$ cat config.mk
export PLATFORM = sky130hd
export DESIGN_NAME = burst_seq_ctrl
export DESIGN_NICKNAME = d
export VERILOG_FILES = /design/src/rtl/burst_seq_ctrl.sv
export SDC_FILE = /design/constraint.sdc
export NUM_CORES = 1
export LEC_CHECK = 0
export ABC_AREA = 1
export CAP_MARGIN = 20
export CELL_PAD_IN_SITES_DETAIL_PLACEMENT = 1
export CELL_PAD_IN_SITES_GLOBAL_PLACEMENT = 1
export CORE_MARGIN = 2
export CORE_UTILIZATION = 38
export DETAILED_ROUTE_END_ITERATION = 8
export PLACE_DENSITY = 0.8
export SKIP_LAST_GASP = 1
export SLEW_MARGIN = 25
export SYNTH_ARGS = -nofsm -noshare
export SYNTH_HDL_FRONTEND = slang
export SYNTH_SLANG_ARGS = --single-unit
$ cat constraint.sdc
create_clock -name mclk -period 4.56 [get_ports mclk]
set_clock_uncertainty 0.05 [all_clocks]
set_input_delay 1.368 -clock mclk [delete_from_list [all_inputs] [get_ports mclk]]
set_output_delay 1.368 -clock mclk [all_outputs]
set_load 0.05 [all_outputs]
$ cat src/rtl/burst_seq_ctrl.sv
// burst_seq_ctrl
// Counted data-burst sequencer for the burst_mode / irdy / trdy bus phase.
// A burst is requested in IDLE, runs beat by beat in XFER (a beat is a cycle
// with irdy && trdy), and is followed by a fixed recovery window in which both
// ready lines are forced low and burst_mode stays low. The window starts on,
// and includes, the cycle in which burst_mode falls.
//
// The registered outputs (burst_mode, busy, done, beat_cnt) are computed one
// cycle ahead in the next-state logic and captured in the state register.
// As a result, each one changes together with the state it describes.
// irdy and trdy are combinational so that reset removes them immediately,
// without waiting for a clock edge.

module burst_seq_ctrl #(
    parameter int LEN_W       = 4,
    parameter int RECOVER_CYC = 9
) (
    input  logic             mclk,
    input  logic             rst_n,
    input  logic             start,
    input  logic [LEN_W-1:0] len,
    input  logic             m_valid,
    input  logic             t_ready,
    input  logic             abort,
    output logic             burst_mode,
    output logic             irdy,
    output logic             trdy,
    output logic             busy,
    output logic             done,
    output logic [LEN_W-1:0] beat_cnt
);

    // Recovery counter just wide enough to hold RECOVER_CYC-1.
    localparam int RC_W = (RECOVER_CYC > 2) ? $clog2(RECOVER_CYC) : 1;

    localparam logic [RC_W-1:0]  REC_LOAD = RC_W'(RECOVER_CYC - 1);
    localparam logic [RC_W-1:0]  REC_ONE  = RC_W'(1'b1);
    localparam logic [RC_W-1:0]  REC_ZERO = {RC_W{1'b0}};
    localparam logic [LEN_W-1:0] LEN_ONE  = LEN_W'(1'b1);
    localparam logic [LEN_W-1:0] LEN_ZERO = {LEN_W{1'b0}};

    typedef enum logic [1:0] {
        ST_IDLE    = 2'b00,
        ST_XFER    = 2'b01,
        ST_RECOVER = 2'b10
    } state_e;

    state_e           state_r;
    state_e           state_nxt_s;
    logic [LEN_W-1:0] len_r;
    logic [LEN_W-1:0] len_nxt_s;
    logic [LEN_W-1:0] beat_cnt_r;
    logic [LEN_W-1:0] beat_cnt_nxt_s;
    logic [RC_W-1:0]  rec_cnt_r;
    logic [RC_W-1:0]  rec_cnt_nxt_s;
    logic             burst_mode_r;
    logic             burst_mode_nxt_s;
    logic             busy_r;
    logic             busy_nxt_s;
    logic             done_r;
    logic             done_nxt_s;

    logic             in_xfer_s;
    logic             irdy_s;
    logic             trdy_s;
    logic             beat_s;
    logic             last_beat_s;

    // Bus-phase qualifiers: ready lines are live only in XFER and out of reset.
    always_comb begin
        in_xfer_s   = (state_r == ST_XFER);
        irdy_s      = rst_n & in_xfer_s & m_valid;
        trdy_s      = rst_n & in_xfer_s & t_ready;
        beat_s      = irdy_s & trdy_s;
        // The final beat fires while the counter still shows len-1, so the
        // counter can never step past len and never wraps.
        last_beat_s = beat_s & (beat_cnt_r == (len_r - LEN_ONE));
    end

    // Next-state and next registered-output logic.
    always_comb begin
        state_nxt_s      = state_r;
        len_nxt_s        = len_r;
        beat_cnt_nxt_s   = beat_cnt_r;
        rec_cnt_nxt_s    = rec_cnt_r;
        burst_mode_nxt_s = 1'b0;
        busy_nxt_s       = 1'b0;
        done_nxt_s       = 1'b0;

        case (state_r)
            ST_IDLE: begin
                // A zero-length request carries no beats and is dropped.
                if (start && (len != LEN_ZERO)) begin
                    state_nxt_s      = ST_XFER;
                    len_nxt_s        = len;
                    beat_cnt_nxt_s   = LEN_ZERO;
                    burst_mode_nxt_s = 1'b1;
                    busy_nxt_s       = 1'b1;
                end else begin
                    state_nxt_s      = ST_IDLE;
                end
            end

            ST_XFER: begin
                busy_nxt_s = 1'b1;
                // A beat that coincides with abort still counts.
                if (beat_s) begin
                    beat_cnt_nxt_s = beat_cnt_r + LEN_ONE;
                end else begin
                    beat_cnt_nxt_s = beat_cnt_r;
                end

                if (last_beat_s || abort) begin
                    state_nxt_s      = ST_RECOVER;
                    rec_cnt_nxt_s    = REC_LOAD;
                    done_nxt_s       = 1'b1;
                    burst_mode_nxt_s = 1'b0;
                end else begin
                    state_nxt_s      = ST_XFER;
                    burst_mode_nxt_s = 1'b1;
                end
            end

            ST_RECOVER: begin
                // The counter is loaded with RECOVER_CYC-1 on the fall cycle,
                // so reaching zero marks the last recovery cycle.
                if (rec_cnt_r == REC_ZERO) begin
                    state_nxt_s   = ST_IDLE;
                    busy_nxt_s    = 1'b0;
                end else begin
                    state_nxt_s   = ST_RECOVER;
                    rec_cnt_nxt_s = rec_cnt_r - REC_ONE;
                    busy_nxt_s    = 1'b1;
                end
            end

            default: begin
                // An unreachable encoding falls back to a quiet IDLE.
                state_nxt_s   = ST_IDLE;
                rec_cnt_nxt_s = REC_ZERO;
            end
        endcase
    end

    // State and registered outputs with synchronous active-low reset.
    always_ff @(posedge mclk) begin
        if (!rst_n) begin
            state_r      <= ST_IDLE;
            len_r        <= LEN_ZERO;
            beat_cnt_r   <= LEN_ZERO;
            rec_cnt_r    <= REC_ZERO;
            burst_mode_r <= 1'b0;
            busy_r       <= 1'b0;
            done_r       <= 1'b0;
        end else begin
            state_r      <= state_nxt_s;
            len_r        <= len_nxt_s;
            beat_cnt_r   <= beat_cnt_nxt_s;
            rec_cnt_r    <= rec_cnt_nxt_s;
            burst_mode_r <= burst_mode_nxt_s;
            busy_r       <= busy_nxt_s;
            done_r       <= done_nxt_s;
        end
    end

    assign burst_mode = burst_mode_r;
    assign busy       = busy_r;
    assign done       = done_r;
    assign beat_cnt   = beat_cnt_r;
    assign irdy       = irdy_s;
    assign trdy       = trdy_s;

endmodule
### Word-level counts from Yosys, hierarchy flattened

Index checks and enable logic that the tools add are counted.

* register bits after elaboration: 17
* output and inout bits: 9
* word-level logic and storage cells: 49

* add/subtract/negate cells: 3
* equal/unequal tests: 7
* mux-type cells: 16
* bitwise gates (word level): 6
* reductions and logical operators: 10

Operators by type and width (count)
* 2-to-1 mux 4 bit: 4
* case mux 4 bit (3 select lines): 1
* case mux 4 bit (2 select lines): 1
* subtractor 4 x 1 -> 4 bit, second input constant: 2
* case mux 2 bit (3 select lines): 1
* AND reduction 3 bit: 2
* AND 1 bit: 5
* 2-to-1 mux 1 bit: 5
* adder 4 x 1 -> 4 bit, second input constant: 1
* == test 4 bit: 1
* zero test 4 bit: 1
* 2-to-1 mux 2 bit: 2
* inequality test 2 x 1 -> 1 bit, second input constant: 2
* inequality test 2 bit, second input constant: 2
* AND reduction 2 bit: 2
* nonzero test 4 bit: 1
* case mux 1 bit (3 select lines): 1
* == test 2 x 1 -> 1 bit, second input constant: 1
* == test 2 bit, second input constant: 1
* zero test 2 bit: 1
* case mux 1 bit (2 select lines): 1
* nonzero test 2 bit: 1
* logical AND 1 bit: 1
* logical OR 1 bit: 1
* NOT 1 bit: 1

### Longest topological paths before layout

Gate-level depths: netlist of the first run.

* word-level depth: 8
* gate-level depth with buffers: 13
* gate-level depth less buffers: 13

### Worst setup path before layout of the first run

Ideal clock, no wire load.

* path kind: input -> output
* start: input port rst_n
* end: output port trdy
* arrival: 2.096 ns
* data required time: 3.142 ns
* path slack: 1.046 ns
* stages: 2
* cell sequence: nand2_2 nor2_1

* word-level cells in the longest chain between the ends: 2

RTL lines
* start, declared: RTL line 19 `input logic rst_n,`
* AND 1 bit (2 in series): RTL line 73 `trdy_s = rst_n & in_xfer_s & t_ready;`
* end, declared: RTL line 27 `output logic trdy,`

No other way between the ends.

### Worst setup path in the final report of the first run

Same ends and word-level chain as after synthesis.

==> out/qor.txt, run 1 <==
most frequent cell after synthesis: nand2_1
cell taking the most area after synthesis: dfxtp_1
initial antenna violation count: 0
multi-input combinational cell area: 582 um^2
internal power: 238 uW
Starting DRT DRC Count: 17
Initial Utilization: 40.9%
CP cell instances: clkdlybuf4s50_1, nand2_2, nor2_1, buf_12
setup violators final: 0
die area: 0.00317 mm^2
Syn-to-layout area delta: 25.8%
vias in the first global route: 1041
vias: 1034
total grt overflow: 0
post-CTS setup buffer count: 0
first-pass GRT wire length: 4.49 mm
worst hold path class: reg -> reg
CTS root buffer: clkbuf_4
Hold Path Depth: 2
commonest cells in the synthesized netlist: nand2_1 (42), inv_1 (29), dfxtp_1 (17), nor2_1 (17), nand3_1 (10)
Overall Power: 372 uW
fin nets: 200
Final ANT Viol Nets: 0
Max Fclk: 0.265 GHz
setup_tns: 0 ns
First-pass DRT Iterations: 4
Logic pwr share: 32.5%
post-synthesis register bit count: 17
period utilisation layout: 82.8%
Avg WL per Cell: 12.5 um
Port Buffers: 18
drt drc: 0
Final Util: 51.4%
critical path's top delay family: buffers and inverters
FP Rows: 18
crit path launch type: input port
synth top area cells: dfxtp_1 (33%), nand2_1 (15%), inv_1 (10%), ha_1 (9.6%), nor2_1 (6.1%)
total track usage: 17.7%
cell count after synthesis: 159
part of the power in registers: 45.2%
Reg2Reg Depth: 11
Setup CP Type: in -> out
Top Ports: 19
post_cts resized: 0
Slew HR: 65.7%
total CTS buffers: 3
area share of the largest cell type after synthesis: 32.7%
leakage: 0.617 nW
CTS clk-pin slew, worst paths: 0.10 ns
Fin. Hold Viols: 0
EDFF count, synth: 0
H-tree levels: 1
placed insts: 207
total area of sequential cells: 340 um^2
Worst EP required: 3.14 ns
Post-synth top flop: dfxtp_1
status: completed
worst vdd ir: 179 uV
Finished Layout Cells: 211
CP max stage delay: 0.51 ns
syn_nets: 177
Sink Count: 17
Seq/Total Area, Yosys: 32.7%
ys async rst share: 0%
antenna cells: 0
DIE HEIGHT: 56.3 um
Syn Area/Cell: 6.54 um^2
GP Congestion: 0.842
worst slack at placement: 0.796 ns
Slew Limit Fails: 0
# Max-Cap Violations: 0
Synth cell types: 19
Clk network pwr share: 22.3%
Sw Ratio: 35.9%
R2R setup slack: 2.71 ns
measured slew at the worst slew-check pin: 0.513 ns
vias per cell: 4.90
reg2reg end: beat_cnt[3]
Psw: 134 uW
Max Buffers Root-to-Sink: 2
Routed WL: 2.63 mm
unrepaired setup endpoints after global routing: no
layout cells sized above 1: 11.0%
Worst Path Arrival: 2.36 ns
power per cell area: 285 mW/mm^2
Crit. End Element: output port
hold path endpoint: rec_cnt_r[1]
largest net degree at the start of global routing: 11
Bufs and invs on worst path: 2
Clock Latency Late Sink: 0.29 ns
worst-path fanout max: 3
worst r2r src: state_r[1]
fin crit period: 3.77 ns
mapped cell area: 0.00104 mm^2
CTS tree: done
total core area: 0.00254 mm^2
dpl hpwl: 2.25 mm
Worst Slack Setup Final: 0.786 ns
cts hold-fix bufs: 0
Yosys Warn Count: 0
final-layout fill cell count: 347
hold path start: rec_cnt_r[1]
CP max-delay cell: clkdlybuf4s50_1
Die W: 56.3 um
==> how the worst max path moves through the flow <==
stage	endpoint	cells past startpoint	from	slack [ns]
finish	trdy	4	rst_n	0.79
global route	trdy	4	rst_n	0.73
global placement	trdy	4	rst_n	0.82
floorplan	trdy	2	rst_n	1.05
CTS	trdy	4	rst_n	0.79
detailed placement	trdy	4	rst_n	0.80
==> kinds of logic (layout without fill, tap and decap cells) <==
group           after synthesis  in the layout  synth area share (%)
compound gates               19             19                  9.75
simple gates                 84             84                  36.6
buf+inv                      31             53                  11.3
flops                        17             17                  32.7
fa+ha+maj                     8              8                  9.63
==> flip-flops by register name (all words and copies together) (netlist names) <==
register and count:
len_r 4, rec_cnt_r 4, burst_mode 1, beat_cnt 4
state_r 2, busy 1, done 1
==> cell usage in the layout (no fill, tap or decap), types with 4 or more instances in the layout <==
cell,Yosys,routed
a21oi_1,8,8
clkdlybuf4s50_1,0,16
dfxtp_1,17,17
ha_1,8,8
inv_1,29,29
nand2_1,42,42
nand3_1,10,10
nor2_1,17,17
nor2_2,4,4
o21ai_0,9,9
==> power by group through the flow <==
stage | Combinational [mW] | Clock [mW] | Sequential [mW]
after floorplan | 0.0692 | 0 | 0.184
after CTS | 0.122 | 0.0859 | 0.168
after global routing | 0.136 | 0.0915 | 0.170
after detailed placement | 0.122 | 0 | 0.172
final | 0.121 | 0.0829 | 0.168
after global placement | 0.116 | 0 | 0.171
==> per-layer routing <==
layer  share of wire (%)  vias up  global-route usage (%)  routed length [um]
met1                  43      487                    19.8                1120
li1                    -      534                       -                   -
met2                  55        9                    35.0                1450
met5                   0        -                       0                   0
met3                 1.5        4                    2.07                  40
met4                0.84        0                    4.08                  22
==> layout make-up <==
type	count	area share [%]
sequential	17	26.0
clock buffer	4	2.01
inverter	30	8.71
multi-input combinational	111	44.5
timing repair buffer	19	15.9
tap	30	2.87
==> tightest hold or removal path, stage by stage (launching register included) <==
cell and delay (ns):
dfxtp_1 0.34, nor2_1 0.05, nor2_2 0.06
==> through the flow <==
step	area (um^2)	hold WS [ns]
finish	1310	0.430
global placement	1280	0.400
CTS	1310	0.437
detailed placement	1280	0.411
global route	1310	0.475
floorplan	1040	0.389
Note: power is estimated with default switching activity, not from simulation.
==> inputs of run 2 (changes only) <==
--- a/config.mk
+++ b/config.mk
@@ -10,9 +10,9 @@
 export CELL_PAD_IN_SITES_DETAIL_PLACEMENT = 1
 export CELL_PAD_IN_SITES_GLOBAL_PLACEMENT = 1
 export CORE_MARGIN = 2
-export CORE_UTILIZATION = 38
+export CORE_UTILIZATION = 32
 export DETAILED_ROUTE_END_ITERATION = 8
-export PLACE_DENSITY = 0.8
+export PLACE_DENSITY = 0.72
 export SKIP_LAST_GASP = 1
 export SLEW_MARGIN = 25
 export SYNTH_ARGS = -nofsm -noshare
==> constraint.sdc (replaced) <==
create_clock -name mclk -period 3.2 [get_ports mclk]
set_clock_uncertainty 0.05 [all_clocks]
set_input_delay 0.96 -clock mclk [delete_from_list [all_inputs] [get_ports mclk]]
set_output_delay 0.96 -clock mclk [all_outputs]
set_load 0.05 [all_outputs]
==> out/qor.txt, run 2 (synthesis results as in run 1) <==
worst vdd ir: 152 uV (-15%)
total CTS buffers: 3 (unchanged)
Avg WL per Cell: 11.5 um (-7.4%)
power per cell area: 402 mW/mm^2 (+41%)
Top Ports: 19 (unchanged)
total core area: 0.00308 mm^2 (+21%)
Starting DRT DRC Count: 21 (+4)
Finished Layout Cells: 225 (+6.6%)
Clock Latency Late Sink: 0.30 ns (about the same)
CTS tree: done
vias: 1025 (-0.87%)
# Max-Cap Violations: 0 (unchanged)
CTS clk-pin slew, worst paths: 0.10 ns (about the same)
Critical Path Start: rst_n
die area: 0.00372 mm^2 (+17%)
final-layout fill cell count: 413 (+19%)
measured slew at the worst slew-check pin: 0.501 ns (-0.0113 ns)
placed insts: 221 (+6.8%)
Slew HR: 66.5% (+0.75 points)
Psw: 193 uW (+44%)
Worst EP required: 2.19 ns (-0.95 ns)
largest net degree at the start of global routing: 11 (unchanged)
crit path launch type: input port
worst-path fanout max: 3 (unchanged)
Setup CP Type: in -> out
global routing met1 resource utilization: 18.5% (-1.3 points)
FP Rows: 20 (+2)
initial antenna violation count: 0 (unchanged)
Clk network pwr share: 22.9% (+0.6 points)
Slew Limit Fails: 0 (unchanged)
vias in the first global route: 1040 (-0.096%)
setup violators final: 0 (unchanged)
antenna cells: 0 (unchanged)
hold path start: rec_cnt_r[1]
vias per cell: 4.56 (-7.0%)
Syn-to-layout area delta: 27.4%
post_cts resized: 0 (unchanged)
period utilisation layout: 91.3%
most common cell after layout, fill and taps aside: nand2_1
Initial Utilization: 33.8% (-7.1 points)
worst r2r src: state_r[1]
post-route cell area: 0.00133 mm^2 (+1.3%)
fin nets: 200 (unchanged)
Sw Ratio: 36.2% (+0.28 points)
Crit. End Element: output port
Worst Path Arrival: 1.91 ns (-0.45 ns)
status: completed
cts hold-fix bufs: 0 (unchanged)
Sink Count: 17 (unchanged)
Final ANT Viol Nets: 0 (unchanged)
Overall Power: 533 uW (+43%)
total grt overflow: 0 (unchanged)
CTS root buffer: clkbuf_4
met2 usage: 29.3% (-5.6 points)
Max Fclk: 0.342 GHz
first-pass GRT wire length: 4.43 mm (-1.4%)
total track usage: 16.4% (-1.3 points)
Port Buffers: 18 (unchanged)
GP Congestion: 0.803 (-4.6%)
busiest grt layer: met2
unrepaired setup endpoints after global routing: no
dpl hpwl: 2.18 mm (-3.0%)
Fin. Hold Viols: 0 (unchanged)
DIE HEIGHT: 61 um (+8.3%)
most frequent cells in the layout: nand2_1 (42), inv_1 (29), nor2_1 (17), dfxtp_1 (17), clkdlybuf4s50_1 (16)
H-tree levels: 1 (unchanged)
met3 usage: 3.62% (+1.6 points)
setup_tns: 0 ns (unchanged)
layout cells sized above 1: 11.0% (unchanged)
leakage: 0.617 nW (unchanged)
placed instance area: 0.00130 mm^2 (+1.4%)
part of the power in registers: 44.9% (-0.3 points)
Max Buffers Root-to-Sink: 2 (unchanged)
drt drc: 0 (unchanged)
worst hold path class: reg -> reg
Logic pwr share: 32.2% (-0.3 points)
First-pass DRT Iterations: 2 (-2)
post-CTS setup buffer count: 0 (unchanged)
internal power: 340 uW (+43%)
fin crit period: 2.92 ns
Die W: 61 um (+8.3%)
Routed WL: 2.60 mm (-1.2%)
## run 2: cell counts in the layout (fill, tap and decap cells not counted)
No cell type changed its count.
## run 2: worst paths after layout
path                  end  slack (ns)  depth (start not counted)
max                  trdy        0.28                          4
min          rec_cnt_r[1]        0.42                          2
max reg2reg  rec_cnt_r[3]        1.43                         12
min reg2reg  rec_cnt_r[1]        0.42                          2
## run 2: cell type report
| cell class | instances | area [um^2] | area share [%] |
|---|---|---|---|
| inverters | 30 | 114 | 8.59 |
| flip-flops and latches | 17 | 340 | 25.7 |
| multi-input cells | 111 | 582 | 43.9 |
| clock buffers | 4 | 26.3 | 1.98 |
| repair buffers | 19 | 208 | 15.7 |
| well taps | 44 | 55.1 | 4.15 |
## run 2: per-stage QoR
stage	util (%)	worst slack, ns	hold slack (ns)
2_1_floorplan	-	0.502	0.389
3_3_place_gp	42.2	0.273	0.401
3_5_place_dp	42.2	0.259	0.402
4_1_cts	43.0	0.259	0.429
5_1_grt	43.0	0.235	0.477
6_report	43.0	0.277	0.421
## run 2: power by group through the flow
stage          clock network (mW)  registers, mW  logic [mW]
5_1_grt                     0.138          0.242       0.195
6_report                    0.122          0.239       0.172
4_1_cts                     0.127          0.240       0.175
3_3_place_gp                    0          0.244       0.168
2_1_floorplan                   0          0.263      0.0985
3_5_place_dp                    0          0.245       0.174
## run 2: per-layer routing
metal / share of wire (%) / up-vias / wire length [um]
met1: 45 / 472 / 1170
li1: - / 537 / -
met3: 2.9 / 4 / 74
met4: 1.8 / 0 / 48
met5: 0 / - / 0
met2: 50 / 12 / 1300
## run 2: worst max-delay path, cell delays in order
cell	delay, ns
clkdlybuf4s50_1	0.50
nand2_2	0.10
nor2_1	0.19
buf_12	0.16
==> RTL change, RTL diff (flow settings as in run 2) <==
The 3 states of `state_e` get a one-hot encoding in 3 bits.
--- a/src/rtl/burst_seq_ctrl.sv
+++ b/src/rtl/burst_seq_ctrl.sv
@@ -39,10 +39,10 @@
     localparam logic [LEN_W-1:0] LEN_ONE  = LEN_W'(1'b1);
     localparam logic [LEN_W-1:0] LEN_ZERO = {LEN_W{1'b0}};
 
-    typedef enum logic [1:0] {
-        ST_IDLE    = 2'b00,
-        ST_XFER    = 2'b01,
-        ST_RECOVER = 2'b10
+    typedef enum logic [2:0] {
+        ST_IDLE    = 3'b001,
+        ST_XFER    = 3'b010,
+        ST_RECOVER = 3'b100
     } state_e;
 
     state_e           state_r;
Function: same outputs for any inputs over 10 cycles, from zero or initial values and one cycle with rst_n low; not proved beyond that.
==> RTL change against run 2 <==
  * Total power increased by 1.6%
  * Via count decreased by 4.5%
  * Largest cell class unchanged
  * Die area decreased by 3.6%
  * Worst setup slack got worse by 46 ps
  * Synthesized area decreased by 3.9%
  * Sequential power increased by 6%
  * Cell area decreased by 2.7%
  * Critical path depth unchanged
  * Routed wire length increased by 1.8%
  * Clock power increased by 20%
  * Highest routed layer unchanged
  * Sequential cell count increased by 1
==> RTL change: results (changes against run 2) <==
stage;metric;value;unit;change
critical_path;crit path DAT;1960;ps;was 1910 ps
sta;slew at the pin with the worst max-slew slack;670.2;ps;was 501.3 ps
placement;Placed Instance Area;0.001252;mm^2;was 0.001299 mm^2
logic_synthesis;post-synthesis cell type count;26;;was 19
cts;CTS buffer count;3;;unchanged
logic_synthesis;sequential-to-total area share from yosys stat;36.05;%;was 32.73%
critical_path;CP Capture Point;trdy;;unchanged
final_layout;FILL cells;408;;was 413
outcome;status;completed;;unchanged
critical_path;CP max FO;4;;was 3
logic_synthesis;syn nets;159;;was 177
grt;vias in the first global route;995;;was 1040
power_and_ir_drop;Max VDD drop;0.3438;mV;was 0.1525 mV
critical_path;FF-to-FF End;rec_cnt_r[2];;was rec_cnt_r[3]
route;total iterations of the first detailed-routing run;4;;was 2
power_and_ir_drop;leakage;0.6127;nW;was 0.6171 nW
grt;first-pass GRT wire length;4416;um;was 4429 um
route;initial drt markers;17;;was 21
route;Routed WL per cell;13.08;um;was 11.53 um
cts;Post CTS Setup Buffer Count;0;;unchanged
final_layout;share of cells above drive strength 1;11.83;%;was 11.05%
critical_path;FF-to-FF path depth;8;;was 12
final_layout;nets;183;;was 200
logic_synthesis;largest cells by area after synthesis;dfxtp_1 (36%), nand2_1 (11%), inv_1 (9.4%);;was dfxtp_1 (33%), nand2_1 (15%), inv_1 (10%)
grt;gr usage total;16.86;%;was 16.41%
critical_path;r2r startpoint;rec_cnt_r[0];;was state_r[1]
placement;Detail Placement HPWL;2066;um;was 2178 um
logic_synthesis;leading cell types by count after synthesis;nand2_1 (28), inv_1 (25), nor2_1 (20), dfxtp_1 (18);;was nand2_1 (42), inv_1 (29), dfxtp_1 (17), nor2_1 (17), nand3_1 (10)
critical_path;Reg2Reg Setup Slack;1410;ps;was 1430 ps
-- RTL change: area by class of cell --
class	instances	area (um^2)	area share, %
Tap cell	33	41.29	3.204
Inverter	26	97.59	7.573
Multi-Input combinational cell	101	538.0	41.75
Timing Repair Buffer	20	215.2	16.70
Clock buffer	4	36.28	2.816
Sequential cell	18	360.3	27.96
-- RTL change: report_power, final --
group          switching, mW  total (mW)  leakage (nW)  internal (mW)
clock                 0.0771       0.146        0.0210         0.0694
combinational         0.0858       0.142         0.444         0.0560
sequential            0.0133       0.253         0.148          0.240
-- RTL change: how the worst min path moves through the flow --
stage | start | end | slack (ps) | cells after the start
floorplan | len_r[1] | len_r[1] | 400 | 2
global placement | len_r[2] | len_r[2] | 430 | 2
detailed placement | rec_cnt_r[1] | rec_cnt_r[1] | 460 | 2
CTS | rec_cnt_r[1] | rec_cnt_r[1] | 480 | 2
global route | rec_cnt_r[1] | rec_cnt_r[1] | 490 | 2
finish | rec_cnt_r[1] | rec_cnt_r[1] | 480 | 2
-- RTL change: metal layers --
| metal | vias to the layer above | GRT usage, % | part of all wire [%] |
|---|---|---|---|
| met5 | - | 0 | 0 |
| met4 | 0 | 2.857 | 0.79 |
| met3 | 2 | 5.628 | 3.9 |
| met2 | 15 | 29.19 | 50 |
| met1 | 454 | 20.45 | 46 |
| li1 | 508 | - | - |
-- RTL change: kinds of logic (layout without fill, tap and decap cells) --
logic type               Yosys count  after routing  synth area share (%)
AO/OA/AOI/OAI                     23             23                 12.89
AND/OR/NAND/NOR                   72             72                 34.54
buffers and inverters             27             50                 10.14
XOR/XNOR                           3              3                 2.629
adder cells (fa/ha/maj)            3              3                 3.755
flip-flops                        18             18                 36.05
-- RTL change: critical path: cells and delay by family --
| kind | cells | cell delay [ps] |
|---|---|---|
| AND/OR/NAND/NOR | 2 | 280 |
| buffers and inverters | 2 | 720 |
-- RTL change: per-stage QoR --
step / total power, mW / cells / util, % / worst slack (ps)
finish: 0.5417 / 202 / 42.92 / 231.3
global route: 0.5764 / 202 / 42.92 / 150.0
CTS: 0.5480 / 202 / 42.92 / 213.1
detailed placement: 0.4008 / 198 / 41.71 / 215.1
global placement: 0.3916 / 198 / 41.71 / 225.5
floorplan: 0.3533 / 146 / - / 244.2
